## config.mk

```make
export PLATFORM = sky130hd
export DESIGN_NAME = hello_scroller
export DESIGN_NICKNAME = d
export VERILOG_FILES = /design/src/rtl/hello_scroller.sv
export SDC_FILE = /design/constraint.sdc
export NUM_CORES = 1
export LEC_CHECK = 0
export ABC_AREA = 1
export CORE_MARGIN = 8
export CORE_UTILIZATION = 46
export DETAILED_ROUTE_END_ITERATION = 8
export PLACE_DENSITY_LB_ADDON = 0.2
export SLEW_MARGIN = 5
export SYNTH_ARGS = -nofsm -noshare
export SYNTH_HDL_FRONTEND = slang
export SYNTH_SLANG_ARGS = --single-unit
export TNS_END_PERCENT = 30
```

## constraint.sdc

```tcl
create_clock -name clk_i -period 3.36 [get_ports clk_i]
set_input_delay 0.336 -clock clk_i [delete_from_list [all_inputs] [get_ports clk_i]]
set_output_delay 0.336 -clock clk_i [all_outputs]
set_load 0.01 [all_outputs]
```

## src/rtl/hello_scroller.sv

```systemverilog
// hello_scroller: scrolls "HELLO   " across eight 3-bit-code 7-segment decoders.
// Optional macro SCROLL_DIR_EN adds a dir_i port selecting right-rotation.
module hello_scroller #(
   parameter int         TICK_DIV   = 50000000,
   parameter logic [2:0] BLANK_CODE = 3'b111
) (
   input  logic        clk_i,
   input  logic        rst_i,
   input  logic        run_i,
   input  logic        load_i,
`ifdef SCROLL_DIR_EN
   input  logic        dir_i,
`endif
   output logic [23:0] chars_o,
   output logic        tick_o,
   output logic [2:0]  phase_o
);
   localparam int CW = (TICK_DIV > 1) ? $clog2(TICK_DIV) : 1;
   localparam logic [CW-1:0] CNT_MAX = CW'(TICK_DIV - 1);
   localparam logic [23:0] INIT = {3'b000, 3'b001, 3'b010, 3'b010, 3'b011,
                                   BLANK_CODE, BLANK_CODE, BLANK_CODE};
   logic [CW-1:0] cnt_q, cnt_d;
   logic [23:0]   chars_q, chars_d;
   logic [2:0]    phase_q, phase_d;
   logic          tick_q, step, dir;
`ifdef SCROLL_DIR_EN
   assign dir = dir_i;
`else
   assign dir = 1'b0;
`endif
   // Left rotation moves the leftmost character (HEX7) into HEX0.
   always_comb begin
      step    = run_i && (cnt_q == CNT_MAX);
      cnt_d   = !run_i ? cnt_q : step ? '0 : cnt_q + CW'(1);
      chars_d = !step ? chars_q : dir ? {chars_q[2:0], chars_q[23:3]}
                                      : {chars_q[20:0], chars_q[23:21]};
      phase_d = !step ? phase_q : dir ? phase_q - 3'd1 : phase_q + 3'd1;
   end
   always_ff @(posedge clk_i) begin
      if (rst_i || load_i) begin
         cnt_q   <= '0;
         chars_q <= INIT;
         phase_q <= 3'd0;
         tick_q  <= 1'b0;
      end else begin
         cnt_q   <= cnt_d;
         chars_q <= chars_d;
         phase_q <= phase_d;
         tick_q  <= step;
      end
   end
   assign chars_o = chars_q;
   assign tick_o  = tick_q;
   assign phase_o = phase_q;
endmodule

```

==> flow_metrics.tcl, run 1 <==
set metrics [dict create \
    synth_fp_nets 397 \
    tightestPinTransition_ns 0.578 \
    cp_slowest_stage_delay_ns 0.67 \
    postRouteAntennaNets 0 \
    cp_num_buf_inv 2 \
    arrival_ns 2.11 \
    vdd_drop_max_uv 198 \
    grt_pass1_vias 2286 \
    fmax_mhz 521 \
    cp_top_family "simple AND/OR/NAND/NOR gates" \
    ys_warn_count 0 \
    wire_per_inst_um 12.7 \
    syn_to_final_growth_pct 18.7 \
    cp_max_fo 16 \
    critical_path_class "in -> reg" \
    slew_violations 0 \
    synth_seq_cells 54 \
    dp_hpwl_mm 4.53 \
    cts_tree "yes" \
    cts-resized-gates 0 \
    min_to "chars_o[12]" \
    grt_pass1_wl_mm 10.6 \
    portBuffers 31 \
    wirelength_mm 6.28 \
    postSynthCellCount 391 \
    dr_wl_met2_mm 2.84 \
    tns_ns 0 \
    top_layer "met4" \
    insertion_delay_ns 0.31 \
    synth_seq_area_share 0.411 \
    post-route-drc-count 0 \
    min_path_cells 2 \
    drive_gt1_frac 0.0713 \
    post-place-ws_ns 1.10 \
    cts_buffers 5 \
    drtIter0Drc 86 \
    nFillCells 548 \
    final_cell_mix "103 x nand2_1, 58 x nor2_1, 55 x inv_1, 54 x dfxtp_1, 34 x nand3_1" \
    cp_data_required_time_ns 3.55 \
    fin_crit_ns 1.92 \
    hold_path_class "reg -> reg" \
    cts.sinks 54 \
    postCtsSetupRepairBufs 0 \
    setup_slack_ns 1.44 \
    reg2reg_from "cnt_q[0]" \
    cts.clk_slew.worst_paths_ns 0.09 \
    io_pins 32 \
    num_antenna_cells 0 \
    finalWeightedCongestion 0.881 \
    root_buffer "clkbuf_8" \
    max_cap_viol_count 0 \
    die_area_mm2 0.00840 \
    endpoint_kind "register" \
    num_rows 27 \
    viasPerCell 4.89 \
    htreeDepth 2 \
    drt-pass1-iter-count 4 \
    rsz0062_at_grt "false" \
    final_hold_viol_count 0 \
    min_from "chars_o[12]" \
    setup_viol 0 \
    core-area_mm2 0.00551 \
    die_w_um 91.6 \
    route.met3.wl_um 271 \
    final_common_cell "nand2_1" \
    vias 2412 \
    r2r_end "cnt_q[0]" \
    fin_total_pwr_mw 1.21 \
    p_leak_nw 1.30 \
    avgSynthCellArea_um2 6.73 \
    status "complete, no violations" \
    synthesis.area_mm2 0.00263 \
    start_util 0.478 \
    track_usage 0.154 \
    pwr_density_cell_mw_per_mm2 387 \
    antenna_found_initial 0 \
    rr_worst_depth 8 \
    grt_overflow 0 \
    min_period_over_period 0.571 \
    cp_cell_sequence "clkdlybuf4s50_1, nand2_1, inv_2, nand3_1, nor2_4, nand2_4, nand2_1, o21ai_0" \
    reg2reg_slack_ns 1.53 \
    ctsLongestPathBuffers 2 \
    hold_buffers 0 \
    crit_top_cell "nand2_1" \
    skew_ns 0.0119 \
    synth_cell_types 33 \
    grt_max_degree 33 \
    die_h_um 91.6 \
    wl_met1_mm 3.05 \
    slew_headroom 0.614 \
    cp-start-kind "input port" \
    slowest_stage "clkdlybuf4s50_1" \
    final_nets 426 \
]
## sequential cells by signal, summed over array words and instances, names as in the netlist
name and cells:
chars_o 24, cnt_q 26, phase_o 3, tick_o 1
## how the worst max path moves through the flow
stage               slack, ns     endpoint  cells past startpoint      from
finish                   1.44     cnt_q[0]                      8     run_i
global route             1.26  chars_o[15]                      8     run_i
CTS                      1.44    cnt_q[13]                      9     run_i
detailed placement       1.10  chars_o[15]                      8     run_i
global placement         1.15     cnt_q[0]                      8     run_i
floorplan                1.88  chars_o[13]                      9  cnt_q[0]
## synthesized netlist by cell type, drive strengths merged
cell type / count / area, um2
nand2: 107 / 417
nor2: 68 / 309
inv: 58 / 218
dfxtp: 54 / 1080
nand3: 34 / 170
nand4: 16 / 100
nor3: 11 / 60.1
a21oi: 10 / 53.8
buf: 9 / 57.6
o21ai: 7 / 35.0
nand3b: 4 / 30.0
clkbuf: 2 / 7.51
ha: 2 / 25.0
xnor2: 2 / 17.5
a211oi: 1 / 7.51
a21o: 1 / 7.51
a31oi: 1 / 6.26
and2: 1 / 6.26
nor3b: 1 / 7.51
or2: 1 / 6.26
xor2: 1 / 8.76
## metal layers
metal / track usage / vias to the layer above
li1: - / 1279
met1: 0.186 / 1075
met2: 0.249 / 48
met3: 0.0407 / 10
met4: 0.0696 / 0
met5: 0 / -
## layout make-up
cell class | instances | area [um2] | area share
Clock buffer | 6 | 82.6 | 0.0264
Clock inverter | 2 | 60.1 | 0.0192
Inverter | 58 | 218 | 0.0697
Multi-Input combinational cell | 268 | 1270 | 0.406
Sequential cell | 54 | 1080 | 0.346
Tap cell | 72 | 90.1 | 0.0288
Timing Repair Buffer | 33 | 325 | 0.104
## where the power goes
| group | internal, mW | switching, mW | total, mW |
|---|---|---|---|
| Sequential | 0.640 | 0.000956 | 0.641 |
| Combinational | 0.00813 | 0.0210 | 0.0291 |
| Clock | 0.318 | 0.220 | 0.538 |
## tightest hold or removal path, cell delays in order (launching register included)
cell and delay (ns):
dfxtp_1 0.33, nand2_1 0.06, nand2_1 0.04
## kinds of logic (layout without fill, tap and decap cells)
| kind of cell | after synthesis | count (layout) | synth area share |
|---|---|---|---|
| flops | 54 | 54 | 0.411 |
| simple gates | 243 | 243 | 0.420 |
| buf+inv | 69 | 99 | 0.107 |
| fa+ha+maj | 2 | 2 | 0.00951 |
| compound gates | 20 | 20 | 0.0418 |
| xor+xnor | 3 | 3 | 0.00999 |
## stage by stage
step,hold WS [ns],instances,area (um2),utilization
after floorplan,0.474,391,2630,-
after global placement,0.452,485,2980,0.541
after detailed placement,0.456,485,2980,0.541
after CTS,0.472,493,3120,0.567
after global routing,0.504,493,3120,0.567
final,0.467,493,3120,0.567
(Power assumes the default switching activity.)
==> inputs of run 2 (changes only) <==
==> constraint.sdc (replaced) <==
create_clock -name clk_i -period 1.75 [get_ports clk_i]
set_input_delay 0.175 -clock clk_i [delete_from_list [all_inputs] [get_ports clk_i]]
set_output_delay 0.175 -clock clk_i [all_outputs]
set_load 0.01 [all_outputs]
==> flow_metrics.tcl, run 2 (synthesis gave the netlist of run 1 again) <==
set metrics [dict create \
    status "complete, no violations" \
    io_pins 32 \
    wirelength_mm 6.85 \
    tightestPinTransition_ns 0.643 \
    hold_buffers 0 \
    drive_gt1_frac 0.146 \
    final_cell_mix "101 x nand2_1, 57 x nor2_1, 55 x inv_1, 54 x dfxtp_1, 34 x nand3_1" \
    insertion_delay_ns 0.31 \
    ctsLongestPathBuffers 2 \
    endpoint_kind "register" \
    cts_buffers 5 \
    vias 2542 \
    setup_viol 0 \
    final_nets 458 \
    dp_hpwl_mm 4.77 \
    cp_data_required_time_ns 2.01 \
    min_path_cells 2 \
    postRouteAntennaNets 0 \
    grt_pass1_vias 2482 \
    rr_worst_depth 11 \
    num_antenna_cells 0 \
    slew_headroom 0.571 \
    setup_slack_ns 0.126 \
    start_util 0.478 \
    track_usage 0.161 \
    largest_register_ffs 26 \
    slew_violations 0 \
    cts.clk_slew.worst_paths_ns 0.10 \
    vdd_drop_max_uv 458 \
    fmax_mhz 616 \
    max_cap_viol_count 0 \
    fin_crit_ns 1.62 \
    drtIter0Drc 119 \
    syn_to_final_growth_pct 28.7 \
    cp-start-kind "register" \
    tns_ns 0 \
    cts.sinks 54 \
    critical_path_class "reg -> reg" \
    grt_overflow 0 \
    pwr_density_cell_mw_per_mm2 633 \
    min_period_over_period 0.928 \
    fin_area_mm2 0.00339 \
    fin_total_pwr_mw 2.15 \
    cp_max_fo 14 \
    wire_per_inst_um 13.1 \
    die_h_um 91.6 \
    post-place-ws_ns -0.298 \
    drt-pass1-iter-count 5 \
    hold_path_class "reg -> reg" \
    hold_ws_ns 0.467 \
    root_buffer "clkbuf_8" \
    arrival_ns 1.89 \
    viasPerCell 4.85 \
    post-route-drc-count 0 \
    post_dp_cell_area_mm2 0.00321 \
    num_rows 27 \
    grt_pass1_wl_mm 11.3 \
    cts_tree "yes" \
    antenna_found_initial 0 \
    portBuffers 31 \
    final_hold_viol_count 0 \
    finalWeightedCongestion 0.895 \
    skew_ns 0.00543 \
    core-area_mm2 0.00551 \
    htreeDepth 2 \
    p_leak_nw 1.45 \
    final_common_cell "nand2_1" \
    grt_max_degree 33 \
    die_w_um 91.6 \
    die_area_mm2 0.00840 \
    regMostFlops "cnt_q" \
]
run 2: cell count changes in the layout (fill, tap and decap cells not counted), sizes merged:
cell,delta
clkinv,+1
buf,+30
bufinv,-1
nor2,+1
a21oi,+1
clkbuf,-1
run 2: what timing repair did:
action,4_1_cts,5_1_grt
pin swaps,0,3
buffers inserted,0,3
endpoints found under the setup margin,23,20
hold endpoints to repair,0,0
resized for setup,1,6
gates cloned,0,2
run 2: metrics by stage:
stage	cells	util
final	524	0.615
after global routing	524	0.615
after CTS	519	0.604
after detailed placement	512	0.583
after global placement	512	0.583
after floorplan	391	-
run 2: final timing paths:
path	from	end	slack, ns
max	cnt_q[1]	chars_o[9]	0.13
min	chars_o[20]	chars_o[20]	0.47
max reg2reg	cnt_q[1]	chars_o[9]	0.13
min reg2reg	chars_o[20]	chars_o[20]	0.47
run 2: area by class of cell:
type / count / area [um2]
multi-input combinational: 270 / 1320
clock inverter: 2 / 38.8
sequential: 54 / 1080
tap: 72 / 90.1
fill: 525 / 2120
timing repair buffer: 63 / 576
clock buffer: 5 / 68.8
inverter: 58 / 218
run 2: critical path, stage by stage, from the launching register on:
cell	delay [ns]
dfxtp_1	0.36
ha_2	0.20
nand2_2	0.06
nor2_2	0.11
nand2_2	0.09
nor2_4	0.13
buf_4	0.15
nand2_4	0.09
buf_4	0.20
nand3b_1	0.09
nand2_1	0.05
inv_1	0.05
run 2: where the power goes:
| part | internal [mW] | total, mW | switching (mW) |
|---|---|---|---|
| Clock | 0.422 | 0.843 | 0.421 |
| Sequential | 1.23 | 1.23 | 0.000946 |
| Combinational | 0.0233 | 0.0721 | 0.0488 |
run 2: metal layers:
metal | part of all wire | global-route usage | routed length (um) | vias up
met1 | 0.47 | 0.200 | 3220 | 1130
met3 | 0.049 | 0.0481 | 336 | 16
li1 | - | - | - | 1347
met5 | 0 | 0 | 0 | -
met2 | 0.46 | 0.252 | 3120 | 49
met4 | 0.026 | 0.0723 | 176 | 0
